<file path="config.mk">
export PLATFORM = sky130hd
export DESIGN_NAME = bit_serializer_flat
export DESIGN_NICKNAME = d
export VERILOG_FILES = /design/src/rtl/bit_serializer_if.sv /design/src/rtl/bit_serializer.sv /design/src/flat_wrapper.sv
export SDC_FILE = /design/constraint.sdc
export NUM_CORES = 1
export LEC_CHECK = 0
export ABC_CLOCK_PERIOD_IN_PS = 4500
export CAP_MARGIN = 10
export CORE_UTILIZATION = 58
export CTS_CLUSTER_DIAMETER = 50
export CTS_CLUSTER_SIZE = 8
export DETAILED_ROUTE_END_ITERATION = 16
export PLACE_DENSITY = 0.8
export SLEW_MARGIN = 20
export SYNTH_ARGS = -nofsm -noshare
export SYNTH_HDL_FRONTEND = slang
export SYNTH_SLANG_ARGS = --single-unit
</file>
<file path="constraint.sdc">
create_clock -name clk -period 4.5 [get_ports clk]
set_input_delay 0.9 -clock clk [delete_from_list [all_inputs] [get_ports clk]]
set_output_delay 0.9 -clock clk [all_outputs]
set_load 0.01 [all_outputs]
</file>
<file path="src/rtl/bit_serializer_if.sv">
// Parallel-in / serial-out handshake bundle for bit_serializer.
//   din        : parallel word offered by the producer
//   din_valid  : din holds a word to be accepted
//   din_ready  : serializer can accept a word this cycle
//   out        : serial bit stream, one bit per clock
//   out_valid  : out carries a data bit this cycle
//   word_done  : one-cycle pulse while the last bit of a word is on out
// master = word producer, slave = serializer.
interface bit_serializer_if #(
   parameter int unsigned WIDTH = 8
);
   logic [WIDTH-1:0] din;
   logic             din_valid;
   logic             din_ready;
   logic             out;
   logic             out_valid;
   logic             word_done;

   modport master (
      output din, din_valid,
      input  din_ready, out, out_valid, word_done
   );

   modport slave (
      input  din, din_valid,
      output din_ready, out, out_valid, word_done
   );
endinterface

</file>
<file path="src/rtl/bit_serializer.sv">
// Parallel-to-serial converter with a one-word holding register so that
// back-to-back words stream out with no idle cycle between them.
//   clk : rising-edge clock
//   rst : asynchronous reset, active low
//   bus : bit_serializer_if.slave (din/din_valid/din_ready in, out/out_valid/word_done out)
// Parameters: WIDTH (2..16) bits per word, MSB_FIRST selects shift order.
module bit_serializer #(
   parameter int unsigned WIDTH     = 8,
   parameter bit          MSB_FIRST = 1'b1
) (
   input logic         clk,
   input logic         rst,
   bit_serializer_if.slave bus
);
   localparam int unsigned CNT_W = $clog2(WIDTH);
   localparam logic [CNT_W-1:0] CNT_LAST = CNT_W'(WIDTH - 1);

   typedef enum logic {
      IDLE  = 1'b0,
      SHIFT = 1'b1
   } state_t;

   state_t           state_q, state_d;
   logic [WIDTH-1:0] shreg_q, shreg_d;
   logic [WIDTH-1:0] hold_q, hold_d;
   logic             hold_full_q, hold_full_d;
   logic [CNT_W-1:0] cnt_q, cnt_d;

   logic             handshake;
   logic             last_bit;
   logic             out_bit;
   logic [WIDTH-1:0] shreg_shifted;

   // Ready depends only on registered state, never on din_valid.
   assign bus.din_ready = ~hold_full_q;
   assign handshake     = bus.din_valid & ~hold_full_q;
   assign last_bit      = (cnt_q == CNT_LAST);

   // Output end of the shift register and the one-step shift toward it.
   generate
      if (MSB_FIRST) begin : g_msb
         assign out_bit       = shreg_q[WIDTH-1];
         assign shreg_shifted = {shreg_q[WIDTH-2:0], 1'b0};
      end else begin : g_lsb
         assign out_bit       = shreg_q[0];
         assign shreg_shifted = {1'b0, shreg_q[WIDTH-1:1]};
      end
   endgenerate

   // Outputs decode registered state only.
   assign bus.out       = (state_q == SHIFT) & out_bit;
   assign bus.out_valid = (state_q == SHIFT);
   assign bus.word_done = (state_q == SHIFT) & last_bit;

   // State and datapath registers.
   always_ff @(posedge clk or negedge rst) begin
      if (!rst) begin
         state_q     <= IDLE;
         shreg_q     <= '0;
         hold_q      <= '0;
         hold_full_q <= 1'b0;
         cnt_q       <= '0;
      end else begin
         state_q     <= state_d;
         shreg_q     <= shreg_d;
         hold_q      <= hold_d;
         hold_full_q <= hold_full_d;
         cnt_q       <= cnt_d;
      end
   end

   // Next-state and datapath update.
   always_comb begin
      state_d     = state_q;
      shreg_d     = shreg_q;
      hold_d      = hold_q;
      hold_full_d = hold_full_q;
      cnt_d       = cnt_q;

      case (state_q)
         IDLE: begin
            // hold_full in IDLE cannot occur, but drain it if it ever does.
            if (hold_full_q) begin
               shreg_d     = hold_q;
               hold_full_d = 1'b0;
               cnt_d       = '0;
               state_d     = SHIFT;
            end else if (handshake) begin
               shreg_d = bus.din;
               cnt_d   = '0;
               state_d = SHIFT;
            end
         end

         SHIFT: begin
            if (!last_bit) begin
               shreg_d = shreg_shifted;
               cnt_d   = cnt_q + CNT_W'(1);
               if (handshake) begin
                  hold_d      = bus.din;
                  hold_full_d = 1'b1;
               end
            end else if (hold_full_q) begin
               // din_ready is low here, so no handshake can collide.
               shreg_d     = hold_q;
               hold_full_d = 1'b0;
               cnt_d       = '0;
            end else if (handshake) begin
               shreg_d = bus.din;
               cnt_d   = '0;
            end else begin
               shreg_d = '0;
               cnt_d   = '0;
               state_d = IDLE;
            end
         end

         default: begin
            state_d = IDLE;
         end
      endcase
   end
endmodule
</file>
<file path="src/flat_wrapper.sv">
// flat-port wrapper written by rule: the top's interface ports become plain ports
module bit_serializer_flat 
#(
   parameter int unsigned WIDTH     = 8,
   parameter bit          MSB_FIRST = 1'b1
)
  (clk, rst, bus_din, bus_din_valid, bus_din_ready, bus_out, bus_out_valid, bus_word_done);
  bit_serializer_if #(.WIDTH(WIDTH)) bus_i ();
  input logic clk;
  input logic rst;
  input wire logic [$bits(bus_i.din)-1:0] bus_din;
  input wire logic [$bits(bus_i.din_valid)-1:0] bus_din_valid;
  output wire logic [$bits(bus_i.din_ready)-1:0] bus_din_ready;
  output wire logic [$bits(bus_i.out)-1:0] bus_out;
  output wire logic [$bits(bus_i.out_valid)-1:0] bus_out_valid;
  output wire logic [$bits(bus_i.word_done)-1:0] bus_word_done;
  assign bus_i.din = bus_din;
  assign bus_i.din_valid = bus_din_valid;
  assign bus_din_ready = bus_i.din_ready;
  assign bus_out = bus_i.out;
  assign bus_out_valid = bus_i.out_valid;
  assign bus_word_done = bus_i.word_done;
  bit_serializer #(.WIDTH(WIDTH), .MSB_FIRST(MSB_FIRST)) u_core (.clk(clk), .rst(rst), .bus(bus_i));
endmodule
</file>
==> flow_metrics.tcl <==
set metrics [dict create \
    status "complete, no violations" \
    cts-root-buf "clkbuf_4" \
    intPower_mw 0.530 \
    async_flop_share_pct 100 \
    die_area_um2 2230 \
    grt_pass1_vias 806 \
    path_clk_slew_ns 0.11 \
    leakage_nw 0.583 \
    combPwrFrac_pct 45.3 \
    post-route-drc-count 0 \
    syn_avg_cell_area_um2 11.7 \
    cts_resized 0 \
    grt_start_max_net_pins 22 \
    cts_tree "yes" \
    crit_path_max_fanout 11 \
    finalWorstSetupSlack_ns 1.59 \
    hold_depth 1 \
    firstDrtPassIters 4 \
    yosysUniqueCellTypes 24 \
    synth_nets 115 \
    clock_power_share_pct 11.2 \
    max_freq_mhz 343 \
    yosysMostFrequentCell "dfrtp_1" \
    cts.sink_count 21 \
    stdcell_area_um2 1320 \
    area_growth_pct 11.6 \
    worstMarginPinSlew_ns 0.937 \
    die-height_um 47.2 \
    htree_levels 1 \
    power_density_nw_per_um2 619 \
    grt_pass1_wl_mm 3.64 \
    clockBufferDepth 2 \
    dieWidth_um 47.2 \
    syn_inst 101 \
    antenna_cells 0 \
    post-synth-top-area-cell "dfrtp_1" \
    num_io_pins 15 \
    antenna_left 0 \
    swShare_pct 35.3 \
    synth_area_leaders "dfrtp_1, mux2_4, mux2_2" \
    drive_gt1_share_pct 17.3 \
    fin_setup_tns_ns 0 \
    end_kind "output port" \
    start_util_pct 65.2 \
    setup_viol 0 \
    avgViaCountPerCell 6.16 \
    dp_slack_ns 1.47 \
    fin_nets 125 \
    synth_seq_area_share_pct 44.3 \
    required_ns 3.60 \
    hold_class "register to register" \
    ys_warn_count 0 \
    detail_route.wl_per_cell_um 17.4 \
    antenna_found_initial 0 \
    r2r_cells 3 \
    place_congestion 0.819 \
    hpwl_mm 1.58 \
    netlist_area_um2 1190 \
    cts_buffers 3 \
    finalHoldViolCount 0 \
    synth-seq-cells 21 \
    p_seq_share_pct 43.5 \
    grt_usage_pct 24.1 \
    crit_type "register to output port" \
    place_area_um2 1300 \
    maxSlewViolCount 0 \
    ctsHoldBuffers 0 \
    critPathLaunchType "register" \
    final.period_utilization_pct 64.8 \
    dr.first_iter.drc_count 20 \
    irDropWorstVdd_uv 427 \
    overflow 0 \
    synthFlopType "dfrtp_1" \
    synth_edf_count 0 \
    maxCapViolations 0 \
    finClkSkew_ns 0.00532 \
    cp.arrival_ns 2.01 \
    num_vias 832 \
    synth_common_cells "dfrtp_1, nand2_1, mux2_4" \
    relSlewSlack_pct 37.3 \
    power.switching_mw 0.289 \
    clkLatencyLatePin_ns 0.30 \
    finalCriticalPeriod_ns 2.91 \
    rows 15 \
    grt_setup_unrepaired "false" \
    synth_top_area_share_pct 44.3 \
    drt-total-wl_mm 2.35 \
    numPortBuffers 14 \
    core_um2 1820 \
    postCtsSetupBuffers 0 \
]
flip-flops by register name, summed over array words and instances, names as in the netlist:
name	flops
u_core.hold_full_q	1
u_core.shreg_q	8
u_core.cnt_q	3
u_core.bus.out_valid	1
u_core.hold_q	8
cell usage in the layout (no fill, tap or decap):
master,synthesis,layout
a221oi_1,1,1
nand2_1,14,14
mux2_4,8,8
clkdlybuf4s50_1,0,14
clkbuf_4,0,3
o22ai_1,1,1
inv_1,1,1
mux2_2,7,7
a22o_1,7,7
clkbuf_1,2,1
a311oi_1,1,1
nand2b_1,1,1
nor2b_1,1,1
and3b_1,1,1
and2_1,4,4
dfrtp_1,21,21
mux2i_1,1,1
nor2_1,3,3
ha_1,3,3
o21ai_0,2,2
o2bb2ai_1,7,7
nor2b_4,1,1
a221o_1,7,7
layout make-up:
type / count / area (um^2)
Multi-Input combinational cell: 70 / 597
Sequential cell: 21 / 526
Fill cell: 135 / 497
Clock buffer: 4 / 26.3
Inverter: 1 / 3.75
Timing Repair Buffer: 14 / 140
Tap cell: 25 / 31.3
routing by layer:
layer	routed length, um	track usage [%]	vias to the layer above	share of wire, %
met5	0	0	-	0
met4	31	10.3	0	1.3
met3	130	6.15	6	5.5
met2	1150	39.7	28	49
met1	1040	29.9	404	44
li1	-	-	394	-
worst max-delay path: stages, from the launching register on:
cell and delay, ns:
dfrtp_1 0.39, ha_1 0.19, ha_1 0.43, and2_1 0.19
clkdlybuf4s50_1 0.53
cell families (layout without fill, tap and decap cells):
logic type	after synthesis	after routing	synth area share, %
AOI/OAI and AO/OA	26	26	19.1
and+or+nand+nor	25	25	10.4
DFF	21	21	44.3
muxes	16	16	17.6
buffers and inverters	10	19	5.38
adders and majority gates	3	3	3.16
path summary, 6_finish.rpt:
check | from | end | slack [ns]
max | u_core.cnt_q[0] | bus_word_done | 1.59
min | u_core.cnt_q[0] | u_core.cnt_q[0] | 0.50
max reg2reg | u_core.hold_full_q | u_core.hold_q[4] | 2.53
min reg2reg | u_core.cnt_q[0] | u_core.cnt_q[0] | 0.50
max in group asynchronous | rst | u_core.hold_q[4] | 2.83
min in group asynchronous | rst | u_core.hold_q[2] | 1.10
stage by stage:
stage / power (mW) / hold WS (ns) / instances / utilization, %
after global placement: 0.710 / 0.473 / 131 / 71.3
final: 0.819 / 0.501 / 135 / 72.7
after floorplan: 0.644 / 0.455 / 101 / -
after detailed placement: 0.727 / 0.488 / 131 / 71.3
after CTS: 0.821 / 0.507 / 135 / 72.7
after global routing: 0.874 / 0.530 / 135 / 72.7
power by group through the flow:
| stage | clock network [mW] | registers, mW | logic [mW] |
|---|---|---|---|
| after floorplan | 0 | 0.315 | 0.329 |
| after global placement | 0 | 0.351 | 0.359 |
| final | 0.0915 | 0.356 | 0.371 |
| after global routing | 0.104 | 0.364 | 0.406 |
| after detailed placement | 0 | 0.357 | 0.370 |
| after CTS | 0.0939 | 0.353 | 0.374 |
Note: power is estimated with default switching activity, not from simulation.
